$ cat src/rtl/uart_rx_framed_pkg.sv
// uart_rx_framed_pkg: shared FSM state encoding, default bit period and line idle level for the UART receiver.
package uart_rx_framed_pkg;
    typedef enum logic [2:0] {
        S_IDLE,
        S_START,
        S_DATA,
        S_PARITY,
        S_STOP,
        S_CLEANUP,
        S_BREAK
    } state_e;
    localparam int unsigned CPB_DEFAULT = 434;
    localparam logic LINE_IDLE = 1'b1;
endpackage

$ cat src/rtl/uart_rx_sync.sv
// uart_rx_sync: 2-FF synchronizer for the asynchronous serial line; resets to the idle level.
module uart_rx_sync
    import uart_rx_framed_pkg::*;
(
    input  logic clk_i,
    input  logic rst_i,
    input  logic d_i,
    output logic q_o
);
    logic meta_q, sync_q;
    always_ff @(posedge clk_i) begin
        if (rst_i) begin
            meta_q <= LINE_IDLE;
            sync_q <= LINE_IDLE;
        end else begin
            meta_q <= d_i;
            sync_q <= meta_q;
        end
    end
    assign q_o = sync_q;
endmodule

$ cat src/rtl/uart_rx_framed.sv
// uart_rx_framed: 8N1 UART receiver with framing/parity error pulses and break handling.
// Define UART_RX_PARITY_EN to build the parity bit check (otherwise o_PARITY_ERR is constant 0).
module uart_rx_framed
    import uart_rx_framed_pkg::*;
#(
    parameter int unsigned c_CYCLES_PER_BIT = CPB_DEFAULT,
    parameter int unsigned c_DATA_BITS      = 8,
    parameter bit          c_PARITY_ODD     = 1'b0
) (
    input  logic                   i_CLK,
    input  logic                   i_RESET,
    input  logic                   i_SERIAL_DATA,
    output logic [c_DATA_BITS-1:0] o_DATA_RX,
    output logic                   o_RX_DATA_VALID,
    output logic                   o_RX_ACTIVE,
    output logic                   o_FRAME_ERR,
    output logic                   o_PARITY_ERR
);
    localparam int unsigned CW = $clog2(c_CYCLES_PER_BIT);
    localparam int unsigned IW = (c_DATA_BITS > 1) ? $clog2(c_DATA_BITS) : 1;
    localparam logic [CW-1:0] HALF = CW'((c_CYCLES_PER_BIT - 1) / 2);
    localparam logic [CW-1:0] LAST = CW'(c_CYCLES_PER_BIT - 1);
    localparam logic [IW-1:0] IDX_LAST = IW'(c_DATA_BITS - 1);

    state_e state_q, state_d;
    logic [CW-1:0] cnt_q, cnt_d;
    logic [IW-1:0] idx_q, idx_d;
    logic [c_DATA_BITS-1:0] shift_q, shift_d, data_q, data_d;
    logic valid_q, valid_d, ferr_q, ferr_d, perr_q, perr_d;
    logic rx, last, pbad;

    uart_rx_sync u_sync (
        .clk_i(i_CLK),
        .rst_i(i_RESET),
        .d_i  (i_SERIAL_DATA),
        .q_o  (rx)
    );

    assign last = cnt_q == LAST;

`ifdef UART_RX_PARITY_EN
    localparam state_e S_AFTER_DATA = S_PARITY;
    logic pbad_q, pbad_d;
    assign pbad_d = (state_q == S_PARITY && last) ? (rx != (^shift_q ^ c_PARITY_ODD)) : pbad_q;
    always_ff @(posedge i_CLK) begin
        if (i_RESET) pbad_q <= 1'b0;
        else pbad_q <= pbad_d;
    end
    assign pbad = pbad_q;
`else
    localparam state_e S_AFTER_DATA = S_STOP;
    // Parity sense has no meaning without a parity bit, so the mismatch flag is constant.
    assign pbad = c_PARITY_ODD & 1'b0;
`endif

    always_comb begin
        state_d = state_q;
        cnt_d   = last ? '0 : cnt_q + 1'b1;
        idx_d   = idx_q;
        shift_d = shift_q;
        data_d  = data_q;
        valid_d = 1'b0;
        ferr_d  = 1'b0;
        perr_d  = 1'b0;
        case (state_q)
            S_IDLE: begin
                cnt_d   = '0;
                state_d = rx ? S_IDLE : S_START;
            end
            S_START: begin
                idx_d = '0;
                if (cnt_q == HALF) begin
                    cnt_d   = '0;
                    state_d = rx ? S_IDLE : S_DATA;
                end
            end
            S_DATA: if (last) begin
                shift_d[idx_q] = rx;
                idx_d          = idx_q + 1'b1;
                state_d        = (idx_q == IDX_LAST) ? S_AFTER_DATA : S_DATA;
            end
`ifdef UART_RX_PARITY_EN
            S_PARITY: state_d = last ? S_STOP : S_PARITY;
`endif
            S_STOP: if (last) begin
                ferr_d  = !rx;
                perr_d  = rx && pbad;
                valid_d = rx && !pbad;
                data_d  = (rx && !pbad) ? shift_q : data_q;
                state_d = rx ? S_CLEANUP : S_BREAK;
            end
            S_CLEANUP: state_d = S_IDLE;
            S_BREAK: state_d = rx ? S_IDLE : S_BREAK;
            default: state_d = S_IDLE;
        endcase
    end

    always_ff @(posedge i_CLK) begin
        if (i_RESET) begin
            state_q <= S_IDLE;
            cnt_q   <= '0;
            idx_q   <= '0;
            shift_q <= '0;
            data_q  <= '0;
            valid_q <= 1'b0;
            ferr_q  <= 1'b0;
            perr_q  <= 1'b0;
        end else begin
            state_q <= state_d;
            cnt_q   <= cnt_d;
            idx_q   <= idx_d;
            shift_q <= shift_d;
            data_q  <= data_d;
            valid_q <= valid_d;
            ferr_q  <= ferr_d;
            perr_q  <= perr_d;
        end
    end

    assign o_DATA_RX       = data_q;
    assign o_RX_DATA_VALID = valid_q;
    assign o_RX_ACTIVE     = state_q != S_IDLE;
    assign o_FRAME_ERR     = ferr_q;
    assign o_PARITY_ERR    = perr_q;
endmodule
$ cat config.mk
export PLATFORM = sky130hd
export DESIGN_NAME = uart_rx_framed
export DESIGN_NICKNAME = d
export VERILOG_FILES = /design/src/rtl/uart_rx_framed_pkg.sv /design/src/rtl/uart_rx_sync.sv /design/src/rtl/uart_rx_framed.sv
export SDC_FILE = /design/constraint.sdc
export NUM_CORES = 1
export LEC_CHECK = 0
export BUFFER_PORTS_ARGS = -buffer_cell sky130_fd_sc_hd__buf_2
export CAP_MARGIN = 10
export CORE_ASPECT_RATIO = 1.1
export CORE_MARGIN = 3
export CORE_UTILIZATION = 38
export CTS_CLUSTER_DIAMETER = 40
export DETAILED_ROUTE_END_ITERATION = 16
export GPL_ROUTABILITY_DRIVEN = 1
export HOLD_SLACK_MARGIN = 0.12
export PLACE_DENSITY_LB_ADDON = 0.15
export SLEW_MARGIN = 20
export SYNTH_ARGS = -nofsm -noshare
export SYNTH_HDL_FRONTEND = slang
export SYNTH_HIERARCHICAL = 1
export SYNTH_SLANG_ARGS = --single-unit
$ cat constraint.sdc
create_clock -name i_CLK -period 1.9 [get_ports i_CLK]
set_clock_uncertainty 0.2 [all_clocks]
set_input_delay 0.19 -clock i_CLK [delete_from_list [all_inputs] [get_ports i_CLK]]
set_output_delay 0.19 -clock i_CLK [all_outputs]
set_load 0.005 [all_outputs]
# After elaboration in Yosys (flattened, before gate mapping)

Cells that the tools add are included.

Flip-flop bits (word level): 35
Input bits: 3
Output and inout bits: 12
Logic and storage cells: 52

$add $sub $neg: 2
Order comparisons: 2
Equal/unequal tests: 10
Multiplexer cells: 17
Bitwise operators: 2
Reduce and logical (&&, ||, !) cells: 10

Operators by type and width:

| cell                                                                  | number |
|---|---|
| 3-bit two-way mux                                                     | 6 |
| 9-bit two-way mux                                                     | 2 |
| 9-bit case mux with 2 select lines                                    | 1 |
| 3-bit case mux with 5 select lines                                    | 1 |
| 9-bit by 1-bit adder with 9-bit output, second input constant         | 1 |
| 3-bit equality test, second input constant                            | 3 |
| 9-bit by 8-bit equality test with 1-bit output, second input constant | 1 |
| 9-bit equality test, second input constant                            | 1 |
| 8-bit bitwise mux                                                     | 1 |
| 2-bit inequality test, second input constant                          | 3 |
| 3-bit case mux with 2 select lines                                    | 1 |
| 3-bit AND reduction                                                   | 2 |
| 3-bit by 4-bit < comparator with 1-bit output, second input constant  | 1 |
| 2-bit two-way mux                                                     | 2 |
| 2-bit AND reduction                                                   | 2 |
| 3-bit by 1-bit adder with 3-bit output, second input constant         | 1 |
| 1-bit demux with 3-bit select                                         | 1 |
| 3-bit by 1-bit equality test with 1-bit output, second input constant | 1 |
| 3-bit by 2-bit equality test with 1-bit output, second input constant | 1 |
| 3-bit by 1-bit >= comparator with 1-bit output, second input constant | 1 |
| 3-bit zero test                                                       | 1 |
| 3-bit nonzero test                                                    | 1 |
| 3-bit OR reduction                                                    | 1 |
| 1-bit two-way mux                                                     | 2 |
| 4 further kinds                                                       | 5 |

# Longest topological paths before layout

Depth in word-level cells: 5
Depth in mapped cells: 7
Mapped depth without buffers: 6

# Modules after synthesis

Netlist, hierarchy kept.

Modules (own cells, without submodules):

| module         | instances | cells each | area each (sq um) | seq. area each (sq um) |
|---|---|---|---|---|
| uart_rx_framed | 1         | 177        | 1594.0            | 660.6 |
| uart_rx_sync   | 1         | 4          | 52.6              | 40.0 |

# Least setup slack after synthesis

OpenSTA, ideal clock, no wires.

Path type: reg2reg
Start point: reg cnt_q[0]
End point: reg data_q[0], in the netlist o_DATA_RX[0]
Setup time: 128 ps
Arrival time: 1628 ps
Required time: 1572 ps
Setup slack: -55 ps
Cell stages (with the launch flop): 7
Buffers on the path: 1
Clock period less this slack: 1955 ps
Cells stage by stage: dfxtp_1 ha_1 nand4_1 nor4_4 buf_6 mux2i_1 nor2_1

Longest elaborated chain between the ends: 2

RTL lines:

| item                          | RTL line              | source |
|---|---|---|
| from (decl)                   | uart_rx_framed.sv:26  | `logic [CW-1:0] cnt_q, cnt_d;` |
| from (signal assigned)        | uart_rx_framed.sv:110 | `cnt_q <= cnt_d;` |
| 9-bit equality test           | uart_rx_framed.sv:39  | `assign last = cnt_q == LAST;` |
| 3-bit AND reduction (no line) | -                     |  |
| to (signal assigned)          | uart_rx_framed.sv:113 | `data_q <= data_d;` |
| to (decl)                     | uart_rx_framed.sv:28  | `logic [c_DATA_BITS-1:0] shift_q, shift_d, data_q, data_d;` |

Every way passes these cells.
A chain may end at the register's enable or synchronous reset.

# Final worst setup path

Start point: reg cnt_q[3]
End point: reg shift_q[2]

Longest elaborated chain between the ends: 2

RTL lines:

| item                          | RTL line              | source |
|---|---|---|
| 9-bit equality test           | uart_rx_framed.sv:39  |  |
| 2-bit AND reduction (no line) | -                     |  |
| to (signal assigned)          | uart_rx_framed.sv:112 | `shift_q <= shift_d;` |
| to (decl)                     | uart_rx_framed.sv:28  |  |

Every way passes these cells.

==> impl_metrics.json <==
{
  "cts.sinks": 35,
  "vdd_ir_drop_max_uv": 357,
  "endpoint_kind": "flop",
  "cts_buffer_depth": 2,
  "syn_nets": 189,
  "antenna_left": 0,
  "sw_frac_of_total_pct": 23.8,
  "syn2layout_area_growth_pct": 30.4,
  "coreArea_um2": 4050,
  "route.detailed.drc": 0,
  "rsz0062_at_grt": "yes",
  "combPwrFrac_pct": 6.4,
  "post_drt_via_cell_ratio": 5.24,
  "syn_area_per_cell_um2": 9.10,
  "yosys_warnings": 6,
  "wl_um": 3660,
  "setup.worst_path.class": "reg -> reg",
  "syn-cell-area_um2": 1650,
  "worst_slack_ns": -0.0461,
  "period_needed_ns": 1.95,
  "fin_crit_sh_pct": 102,
  "synth-main-ff-cell": "dfxtp_1",
  "grt_pass1_vias": 1428,
  "yosys.area.top_type": "dfxtp_1",
  "overflow": 0,
  "first_iter_violations": 88,
  "drive_gt1_share_pct": 36.5,
  "place_area_um2": 1880,
  "synth-seq-cells": 35,
  "hold_viol_final": 0,
  "r2r_slack_ns": -0.05,
  "whs_ns": 0.142,
  "dr.pass1.iters": 4,
  "critPathRequiredTime_ns": 1.86,
  "antenna_found_initial": 0,
  "clkPwrFrac_pct": 38.2,
  "worstSetupStartpointType": "flop",
  "netlist.area_leader.share_pct": 42.6,
  "violations": "setup timing",
  "num_rows": 24,
  "num_vias": 1437,
  "worstHoldPathType": "in -> reg",
  "synth_cells": 181,
  "antenna_cells": 0,
  "synth_edf_count": 0,
  "ios": 15,
  "p_leak_uw": 0.000805,
  "p_seq_share_pct": 55.4,
  "fin_area_um2": 2150,
  "place.gp.congestion": 0.844,
  "clk_latency_ns": 0.29,
  "yosys-top-cells-area": "dfxtp_1 43%, nor2_1 5.0%, mux2i_1 4.9%, a21oi_1 4.6%, ha_1 3.8%",
  "async_reset_ff_share_pct": 0,
  "crit_arrival_ns": 1.90,
  "htree_levels": 2,
  "clk_pin_slew_worst_paths_ns": 0.07,
  "yosysMostFrequentCell": "dfxtp_1",
  "fp.dieW_um": 68.8,
  "grt_pass1_wl_um": 6260,
  "status": "finished, violations left",
  "die_height_um": 75.0,
  "dieArea_um2": 5160,
  "p_int_uw": 1040,
  "yosysSeqAreaShare_pct": 42.6,
  "wire_per_inst_um": 13.4,
  "numPortBuffers": 13,
  "synth.distinct_cells": 45,
  "grt.total_usage_pct": 16.3,
  "dp_cells": 255,
  "root_buffer": "clkbuf_8",
  "hpwl_um": 2540,
  "fmax_mhz": 514,
  "cp_max_fo": 4,
  "cts_made_buffers": 5,
  "stdcell_count": 274,
  "powerDensity_nw_per_um2": 633,
  "cap_violations": 0,
  "start_util_pct": 40.6,
  "synth_common_cells": "35 x dfxtp_1, 22 x nor2_1, 15 x a21oi_1, 12 x nand2_1, 12 x nand3_1",
  "grt_max_degree": 28,
  "switchingPower_uw": 323,
  "tns_ns": -0.173,
  "nNetsFinal": 229,
  "cts_tree": "built",
  "final-max-slew-violation-count": 0,
  "pre_cts_slack_ns": -0.0794,
  "finalSetupViolCount": 7
}
## layer usage
metal	vias up	part of all wire, %	global-route usage (%)
met5	-	0	0
met4	0	1.5	7.58
met3	6	4.3	4.78
met2	33	50	27.3
met1	679	44	18.9
li1	719	-	-
## worst max-delay path: stages, from the launching register on
cell	delay [ns]
dfxtp_2	0.32
or4b_4	0.57
buf_4	0.16
nor4_4	0.22
buf_4	0.17
a21bo_2	0.11
a21oi_1	0.05
## sequential cells by signal, indices dropped and copies added, names as in the netlist
signal / cells
state_q: 3
shift_q: 8
o_FRAME_ERR: 1
u_sync/q_o: 1
idx_q: 3
o_RX_DATA_VALID: 1
u_sync/meta_q: 1
o_DATA_RX: 8
cnt_q: 9
## placed cells by master, fill, tap and decap left out, types with 3 or more instances in the layout
master | netlist | routed
nand4_1 | 7 | 7
dfxtp_1 | 35 | 28
buf_4 | 1 | 25
buf_2 | 3 | 13
mux2i_1 | 8 | 7
nand2_1 | 12 | 12
clkbuf_8 | 0 | 5
nor2b_1 | 3 | 3
nor2_1 | 22 | 22
xor2_1 | 6 | 6
dfxtp_2 | 0 | 7
buf_6 | 1 | 4
ha_1 | 5 | 3
nand3_1 | 12 | 11
a21oi_1 | 15 | 13
o21ai_0 | 5 | 4
## final timing paths
kind / from / cells past startpoint / to
min reg2reg: u_sync/meta_q / 1 / u_sync/q_o
max: cnt_q[3] / 6 / shift_q[2]
max reg2reg: cnt_q[3] / 6 / shift_q[2]
min: i_RESET / 2 / o_DATA_RX[7]
## metrics by stage
step / power, uW / utilization [%]
2_1_floorplan: 822 / -
3_3_place_gp: 842 / 46.5
3_5_place_dp: 845 / 46.5
4_1_cts: 1370 / 51.4
5_1_grt: 1430 / 53.0
6_report: 1360 / 53.0
## cell families after synthesis
kind of cell               count (synthesis)  synth area share [%]
other                                      1                 0.228
and+or+nand+nor                           80                  29.0
adders and majority gates                  5                  3.80
muxes                                      8                  4.86
xor gates and xnor gates                   8                  4.26
buffers and inverters                     14                  4.10
DFF                                       35                  42.6
AOI/OAI and AO/OA                         30                  11.2
## what timing repair did
item                                    4_1_cts  5_1_grt
endpoints found under the hold margin         1        0
hold buffers                                  1        0
setup buffers                                 6        4
endpoints found under the setup margin       16       25
resized for setup                             9       17
pin swaps                                     3       11
gates cloned                                  1        0
## final cells by class
type                    instances  area (um^2)
clock buffers                   6         72.6
clock inverters                 2         12.5
fillers                       380         1910
inverters                       3         11.3
multi-input cells             132          943
flip-flops and latches         35          709
well taps                      52         65.1
repair buffers                 44          333
## power by group through the flow
stage          Combinational (uW)  Sequential (uW)  Clock, uW
2_1_floorplan                60.9              761          0
3_3_place_gp                 76.2              766          0
3_5_place_dp                 78.0              767          0
4_1_cts                      83.8              750        537
5_1_grt                      96.6              754        576
6_report                     87.5              753        519
No activity file was read; power rests on OpenSTA's default activity.
